===== config.mk =====
export PLATFORM = sky130hd
export DESIGN_NAME = instruction_fetch_unit
export DESIGN_NICKNAME = d
export VERILOG_FILES = /design/src/rtl/mips_pkg.sv /design/src/rtl/fetch_skid_buffer.sv /design/src/rtl/instruction_fetch_unit.sv
export SDC_FILE = /design/constraint.sdc
export NUM_CORES = 1
export LEC_CHECK = 0
export CAP_MARGIN = 20
export CORE_MARGIN = 3
export CORE_UTILIZATION = 45
export DETAILED_ROUTE_END_ITERATION = 10
export HOLD_SLACK_MARGIN = 0.03
export PLACE_DENSITY = 0.85
export SLEW_MARGIN = 30
export SYNTH_ARGS = -nofsm -noshare
export SYNTH_HDL_FRONTEND = slang
export SYNTH_SLANG_ARGS = --single-unit

===== constraint.sdc =====
create_clock -name clk -period 3.2 [get_ports clk]
set_clock_uncertainty 0.1 [all_clocks]
set_input_delay 0.64 -clock clk [delete_from_list [all_inputs] [get_ports clk]]
set_output_delay 0.64 -clock clk [all_outputs]
set_load 0.03 [all_outputs]

===== src/rtl/mips_pkg.sv =====
// Shared MIPS front-end definitions: opcode constants, instruction field
// positions, the bubble word and the fetch state encoding.
package mips_pkg;

    // Major opcodes that control_unit decodes from the fetch stage
    localparam logic [5:0] OP_RTYPE  = 6'b000000;
    localparam logic [5:0] OP_REGIMM = 6'b000001;
    localparam logic [5:0] OP_BEQ    = 6'b000100;
    localparam logic [5:0] OP_BNE    = 6'b000101;
    localparam logic [5:0] OP_BLEZ   = 6'b000110;
    localparam logic [5:0] OP_BGTZ   = 6'b000111;

    // Instruction field bit positions (MSB / LSB)
    localparam int OPCODE_MSB = 31;
    localparam int OPCODE_LSB = 26;
    localparam int RS_MSB     = 25;
    localparam int RS_LSB     = 21;
    localparam int RT_MSB     = 20;
    localparam int RT_LSB     = 16;
    localparam int RD_MSB     = 15;
    localparam int RD_LSB     = 11;
    localparam int SHAMT_MSB  = 10;
    localparam int SHAMT_LSB  = 6;
    localparam int FUNCT_MSB  = 5;
    localparam int FUNCT_LSB  = 0;
    localparam int IMM_MSB    = 15;
    localparam int IMM_LSB    = 0;

    // Word held in the IR whenever no live instruction is present
    localparam logic [31:0] NOP_WORD = 32'h0000_0000;

    // Fetch sequencer states
    typedef enum logic [0:0] {
        S_BOOT = 1'b0,
        S_RUN  = 1'b1
    } fetch_state_e;

    // Instruction addresses are always word aligned
    function automatic logic [31:0] word_align(input logic [31:0] addr);
        return {addr[31:2], 2'b00};
    endfunction

endpackage


===== src/rtl/fetch_skid_buffer.sv =====
// One-entry holding register for an instruction word and its address.
// Catches the single response that can still arrive after the consumer stalls.
module fetch_skid_buffer (
    input  logic        clk,
    input  logic        reset,
    input  logic        flush,
    input  logic        load,
    input  logic        drain,
    input  logic [31:0] load_data,
    input  logic [31:0] load_pc,
    output logic        valid,
    output logic [31:0] data,
    output logic [31:0] pc
);
    import mips_pkg::*;

    logic        valid_q, valid_d;
    logic [31:0] data_q, data_d;
    logic [31:0] pc_q, pc_d;

    // Next-entry selection: flush beats load, load beats drain
    always_comb begin
        valid_d = valid_q;
        data_d  = data_q;
        pc_d    = pc_q;
        if (flush) begin
            valid_d = 1'b0;
        end else if (load) begin
            valid_d = 1'b1;
            data_d  = load_data;
            pc_d    = load_pc;
        end else if (drain) begin
            valid_d = 1'b0;
        end else begin
            valid_d = valid_q;
        end
    end

    // Entry storage with synchronous reset to empty
    always_ff @(posedge clk) begin
        if (reset) begin
            valid_q <= 1'b0;
            data_q  <= NOP_WORD;
            pc_q    <= 32'h0000_0000;
        end else begin
            valid_q <= valid_d;
            data_q  <= data_d;
            pc_q    <= pc_d;
        end
    end

    assign valid = valid_q;
    assign data  = data_q;
    assign pc    = pc_q;

endmodule


===== src/rtl/instruction_fetch_unit.sv =====
// MIPS fetch stage: owns the PC, issues 1-cycle-latency instruction memory
// reads, holds the current instruction in the IR with a skid entry behind it,
// and handles branch/jump redirects.
module instruction_fetch_unit #(
    parameter logic [31:0] RESET_PC = 32'h0000_0000,
    parameter logic [31:0] NOP_WORD = mips_pkg::NOP_WORD
) (
    input  logic        clk,
    input  logic        reset,
    output logic        imem_req,
    output logic [31:0] imem_addr,
    input  logic [31:0] imem_rdata,
    input  logic        stall,
    input  logic        redirect,
    input  logic [31:0] redirect_pc,
    output logic        instr_valid,
    output logic [5:0]  opcode,
    output logic [4:0]  rs,
    output logic [4:0]  rt,
    output logic [4:0]  rd,
    output logic [4:0]  shamt,
    output logic [5:0]  funct,
    output logic [15:0] imm,
    output logic [31:0] pc_out,
    output logic [31:0] pc_plus4
);
    import mips_pkg::*;

    fetch_state_e state_q, state_d;
    logic [31:0]  pc_q, pc_d;
    logic         inflight_q, inflight_d;
    logic [31:0]  inflight_pc_q, inflight_pc_d;
    logic [31:0]  ir_q, ir_d;
    logic         valid_q, valid_d;
    logic [31:0]  ir_pc_q, ir_pc_d;
    logic [31:0]  ir_pc4_q, ir_pc4_d;

    logic         req_s;
    logic         resp_s;
    logic         ir_free_s;
    logic         skid_flush_s, skid_load_s, skid_drain_s;
    logic         skid_valid_s;
    logic [31:0]  skid_data_s, skid_pc_s;

    fetch_skid_buffer u_skid (
        .clk       (clk),
        .reset     (reset),
        .flush     (skid_flush_s),
        .load      (skid_load_s),
        .drain     (skid_drain_s),
        .load_data (imem_rdata),
        .load_pc   (inflight_pc_q),
        .valid     (skid_valid_s),
        .data      (skid_data_s),
        .pc        (skid_pc_s)
    );

    // Sequencer, request issue, response steering and IR update
    always_comb begin
        state_d       = state_q;
        pc_d          = pc_q;
        inflight_d    = 1'b0;
        inflight_pc_d = inflight_pc_q;
        ir_d          = ir_q;
        valid_d       = valid_q;
        ir_pc_d       = ir_pc_q;
        skid_flush_s  = 1'b0;
        skid_load_s   = 1'b0;
        skid_drain_s  = 1'b0;
        req_s         = 1'b0;

        case (state_q)
            S_BOOT: state_d = S_RUN;
            S_RUN: begin
                state_d = S_RUN;
                // Never let IR + skid + in-flight exceed two words
                req_s = !redirect && !skid_valid_s && !(stall && valid_q && inflight_q);
            end
            default: state_d = S_BOOT;
        endcase

        resp_s    = inflight_q && !redirect;
        ir_free_s = !valid_q || !stall;

        if (redirect) begin
            pc_d         = word_align(redirect_pc);
            valid_d      = 1'b0;
            ir_d         = NOP_WORD;
            skid_flush_s = 1'b1;
        end else begin
            if (req_s) begin
                pc_d          = pc_q + 32'd4;
                inflight_d    = 1'b1;
                inflight_pc_d = pc_q;
            end else begin
                pc_d = pc_q;
            end

            if (ir_free_s) begin
                if (skid_valid_s) begin
                    // Older skid word goes first; a fresh response backfills it
                    ir_d         = skid_data_s;
                    ir_pc_d      = skid_pc_s;
                    valid_d      = 1'b1;
                    skid_drain_s = 1'b1;
                    skid_load_s  = resp_s;
                end else if (resp_s) begin
                    ir_d    = imem_rdata;
                    ir_pc_d = inflight_pc_q;
                    valid_d = 1'b1;
                end else begin
                    ir_d    = NOP_WORD;
                    valid_d = 1'b0;
                end
            end else if (resp_s) begin
                skid_load_s = 1'b1;
            end else begin
                skid_load_s = 1'b0;
            end
        end

        ir_pc4_d = ir_pc_d + 32'd4;
    end

    // State registers with synchronous reset
    always_ff @(posedge clk) begin
        if (reset) begin
            state_q       <= S_BOOT;
            pc_q          <= RESET_PC;
            inflight_q    <= 1'b0;
            inflight_pc_q <= 32'h0000_0000;
            ir_q          <= NOP_WORD;
            valid_q       <= 1'b0;
            ir_pc_q       <= 32'h0000_0000;
            ir_pc4_q      <= 32'h0000_0004;
        end else begin
            state_q       <= state_d;
            pc_q          <= pc_d;
            inflight_q    <= inflight_d;
            inflight_pc_q <= inflight_pc_d;
            ir_q          <= ir_d;
            valid_q       <= valid_d;
            ir_pc_q       <= ir_pc_d;
            ir_pc4_q      <= ir_pc4_d;
        end
    end

    assign imem_req    = req_s;
    assign imem_addr   = pc_q;
    assign instr_valid = valid_q;
    assign opcode      = ir_q[OPCODE_MSB:OPCODE_LSB];
    assign rs          = ir_q[RS_MSB:RS_LSB];
    assign rt          = ir_q[RT_MSB:RT_LSB];
    assign rd          = ir_q[RD_MSB:RD_LSB];
    assign shamt       = ir_q[SHAMT_MSB:SHAMT_LSB];
    assign funct       = ir_q[FUNCT_MSB:FUNCT_LSB];
    assign imm         = ir_q[IMM_MSB:IMM_LSB];
    assign pc_out      = ir_pc_q;
    assign pc_plus4    = ir_pc4_q;

endmodule


# Yosys cells after proc, flatten, opt, wreduce, memory -nomap -nowiden
# Cells that the tools add are included.
classes:
  add_sub_neg: 2
  mul: 0
  div: 0
  n_lt_le_gt_ge: 0
  eq_ne: 0
  shifts: 0
  muxes: 22
  bitwise: 2
  reduce_logical: 17
ops:
  columns: ["cell", "n"]
  rows:
  - ["2-to-1 mux 32 bit", 8]
  - ["adder 32 x 3 -> 32 bit (second input constant)", 2]
  - ["2-to-1 mux 1 bit", 14]
  - ["logical AND 1 bit", 5]
  - ["logical NOT 1 bit", 5]
  - ["AND reduction 2 bit", 2]
  - ["nonzero test 2 bit", 2]
  - ["OR reduction 2 bit", 2]
  - ["inverter 1 bit", 2]
  - ["logical OR 1 bit", 1]
word_totals:
  regBits: 228
  latch_bits: 0
  mem_bits_rw: 0
  romBits: 0
  input_bits: 68
  memories: 0

# Logic depth before layout (Yosys ltp)
logic_depth:
  depth_word: 7
  depth_mapped: 14
  ltp_nobuf: 10

# Modules after synthesis
# Synthesis repeated with hierarchy kept, for this count alone.
hier_totals:
  hier_cells: 1159
  area_unflattened_um2: 10361.2
by_module_without_submodules:
  columns: ["mod", "n_inst", "cells_per_inst", "area_per_inst_um2", "seq_area_each_um2"]
  rows:
  - ["instruction_fetch_unit", 1, 863, 7093.1, 3143.0]
  - ["fetch_skid_buffer", 1, 296, 3268.1, 1301.2]

# Worst setup path after synthesis
# No wires, ideal clock.
synth_path:
  kind: "in2reg"
  from: "input stall"
  to: "register ir_pc4_q[26], in the netlist pc_plus4[26]"
  setup_time_ps: 123
  arrival_time_ps: 3118
  required_time_ps: 2977
  slack_ps: -142
  stages: 13
  path_buffers: 4
  path_cell_list: "a21o_1 buf_6 nor2_8 buf_2 clkbuf_1 nor2_1 a21oi_1 ha_1 nand2_1 or3_1 clkbuf_1 nor4b_1 mux2_1"
synth_between:
  elab_chain_len: 5
synth_lines:
  columns: ["element", "line_no", "source"]
  rows:
  - ["start, declared", "instruction_fetch_unit.sv:13", "input logic stall,"]
  - ["logical NOT 1 bit", "instruction_fetch_unit.sv:83", "ir_free_s = !valid_q || !stall;"]
  - ["logical OR 1 bit", "instruction_fetch_unit.sv:83", null]
  - ["2-to-1 mux 32 bit", "instruction_fetch_unit.sv:99", "if (ir_free_s) begin"]
  - ["2-to-1 mux 32 bit", "instruction_fetch_unit.sv:85", "if (redirect) begin"]
  - ["via ir_pc_d[3]", "instruction_fetch_unit.sv:35", "logic [31:0] ir_pc_q, ir_pc_d;"]
  - ["adder 32 x 3 -> 32 bit", "instruction_fetch_unit.sv:122", "ir_pc4_d = ir_pc_d + 32'd4;"]
  - ["end signal, assigned", "instruction_fetch_unit.sv:144", "ir_pc4_q <= ir_pc4_d;"]
  - ["end, declared", "instruction_fetch_unit.sv:36", "logic [31:0] ir_pc4_q, ir_pc4_d;"]
# The timed path passes the listed nets, and every way through them passes these cells.
# A chain may end at the register's enable or synchronous reset.

# Final worst setup path
layout_path:
  from: "input stall"
  to: "register ir_pc4_q[20], in the netlist pc_plus4[20]"
layout_between:
  elab_chain_len: 5
layout_lines:
  columns: ["element", "line_no"]
  rows:
  - ["logical NOT 1 bit", "instruction_fetch_unit.sv:83"]
  - ["logical OR 1 bit", "instruction_fetch_unit.sv:83"]
  - ["2-to-1 mux 32 bit", "instruction_fetch_unit.sv:99"]
  - ["2-to-1 mux 32 bit", "instruction_fetch_unit.sv:85"]
  - ["adder 32 x 3 -> 32 bit", "instruction_fetch_unit.sv:122"]
# Every way passes these cells.

==> flow_summary.toml <==
[status]
status = "complete, no violations"

[global_route]
grt_max_degree = 87
antenna_found_initial = 1
grt_pass1_vias = 8569
grt_pass1_wl_um = 43420
grt_use_total_pct = 23.30
overflow = 0

[floorplanning]
core-area_mm2 = 0.02030
ios = 214
die_area_mm2 = 0.02251
start_util_pct = 45.99
rows = 52
die_x_um = 150.0
die_y_um = 150.0

[routing]
vias = 9166
drc_errors = 0
postRouteAntennaNets = 0
wl_per_cell_um = 16.65
avgViaCountPerCell = 5.579
drtIter0Drc = 808
detail_route.wirelength_um = 27350
firstDrtPassIters = 5

[placement]
portBuffers = 205
dp_slack_ns = -0.6518
placed_cells = 1603
place_congestion = 0.9327
dp_hpwl_um = 19160
dpl-instance-area_mm2 = 0.01192

[clock_tree]
htree_num_levels = 1
cts_setup_buffers = 0
cts_buffer_depth = 3
clkLatencyLatePin_ns = 0.51
cts_sinks = 218
cts_hold_buf = 0
clk_transition_reported_paths_ns = 0.06
root_buffer = "clkbuf_16"
cts_buffers = 23
cts_tree = "yes"

[logic_synthesis]
ys.flop_type = "dfxtp_1"
yosysUniqueCellTypes = 66
yosysTopAreaCell = "dfxtp_1"
netlist_area_mm2 = 0.009336
synth_edf_count = 0
yosysWarnings = 0
seq_area_frac_synth_pct = 46.74
syn_avg_cell_area_um2 = 8.154
synth_commonest_cells = "nand2_1 (227), dfxtp_1 (218), a21oi_1 (133), nor2_1 (116), clkbuf_1 (70)"
synth_top_area_share_pct = 46.74
async_flop_share_pct = 0
synth_most_common_cell = "nand2_1"
ys_ff_latch = 218
synth.area.top_cells = "dfxtp_1 (47%), nand2_1 (9.1%), a21oi_1 (7.1%)"
synthCells = 1145

[sta]
tns_ns = 0
drv_slew = 0
finalSetupViolations = 0
fin_crit_sh_pct = 95.37
fmax_ghz = 0.3277
fin_ws_ns = 0.1481
hold_viol_final = 0
period_minus_slack_ns = 3.052
holdWs_ns = 0.3191
rsz0062_at_grt = "no"
worst_pin_slew_ns = 0.8845
slew_headroom_pct = 41.04

[critical_path]
critPathLaunchType = "input pin"
critPathMaxFanout = 11
crit_type = "input pin to flip-flop"
cp.arrival_ns = 3.35
worstPathRequired_ns = 3.50
cp-end-kind = "flip-flop"
regToRegSetupSlack_ns = 0.17

[min_path]
min_path_type = "input pin to flip-flop"

[layout]
stdcell_area_mm2 = 0.01265
fillCellCount = 1740
instances_no_fill = 1643
nets = 1428
layout-drive-gt1-share_pct = 11.01
area_delta_synth_final_pct = 35.50

[pwr]
p_leak_nw = 4.589
vdd_drop_max_mv = 0.3088
power_density_mw_per_mm2 = 472.8

[flow_run]
cap_violations = 0
## layer usage
metal	vias to the layer above	global-route usage, %	wire, µm
li1	4387	-	-
met1	4301	32.80	11830
met2	423	36.90	12670
met3	55	3.604	2199
met4	0	7.182	652
met5	-	0	0
## timing repair
item,CTS,global route
endpoints found under the setup margin,9,8
resized for setup,3,2
pin swaps,0,0
## metrics by stage
step / power (W) / util (%)
detailed placement: 0.003462 / 58.72
finish: 0.005981 / 62.32
global placement: 0.003452 / 58.72
floorplan: 0.003191 / -
CTS: 0.006016 / 62.28
global route: 0.006178 / 62.32
## path summary, 6_finish.rpt
path | start | cells past startpoint | end
hold reg to reg | u_skid.pc[29] | 2 | u_skid.pc[29]
setup reg to reg | inflight_q | 9 | pc_plus4[20]
hold / removal | reset | 2 | pc_out[24]
setup / recovery | stall | 10 | pc_plus4[20]
## placed cells by master (no fill, tap or decap), types with 12 or more instances in the layout
| cell type | n |
|---|---|
| a221oi_1 | 34 |
| xnor2_1 | 16 |
| nor3_1 | 52 |
| and2_1 | 19 |
| nand3_1 | 14 |
| nand4_1 | 13 |
| clkdlybuf4s50_1 | 201 |
| or3_1 | 12 |
| a21oi_1 | 131 |
| and3_1 | 17 |
| clkbuf_16 | 23 |
| nor2_1 | 116 |
| nand2_1 | 227 |
| buf_4 | 83 |
| dfxtp_1 | 217 |
| o21ai_0 | 19 |
## logic make-up after synthesis
| logic type | synth area share (%) |
|---|---|
| AO/OA/AOI/OAI | 17.30 |
| XOR/XNOR | 2.533 |
| adder cells (fa/ha/maj) | 0.2680 |
| buffers and inverters | 5.696 |
| flip-flops | 46.74 |
| multiplexers | 2.292 |
| other | 0.04017 |
| AND/OR/NAND/NOR | 25.13 |
## registers in the layout (all words and copies together) (netlist names), 30 cells and up
name	cells
u_skid.data	32
imem_addr	30
u_skid.pc	30
ir_q	32
pc_out	30
pc_plus4	30
inflight_pc_q	30
## cell type report
class | instances | area (µm²) | share of cell area, %
Sequential cell | 218 | 4368 | 34.53
Clock buffer | 29 | 608.1 | 4.807
Multi-Input combinational cell | 819 | 4507 | 35.62
Inverter | 8 | 30.03 | 0.2374
Tap cell | 270 | 337.8 | 2.670
Timing Repair Buffer | 288 | 2689 | 21.25
Antenna cell | 1 | 2.502 | 0.01978
Clock inverter | 10 | 108.9 | 0.8604
## power by group
part           internal [W]  switching [W]
clock               0.00150        0.00107
sequential          0.00277      0.0000633
combinational      0.000256       0.000324
total               0.00453        0.00145
## critical path: stages
cell	delay, ns
dlygate4sd2_1	0.29
a21o_4	0.27
nor2_8	0.13
o221ai_1	0.15
or4_4	0.50
or4_1	0.42
buf_4	0.21
buf_4	0.15
nor3_1	0.20
mux2_2	0.38
No activity file was read; power rests on OpenSTA's default activity.
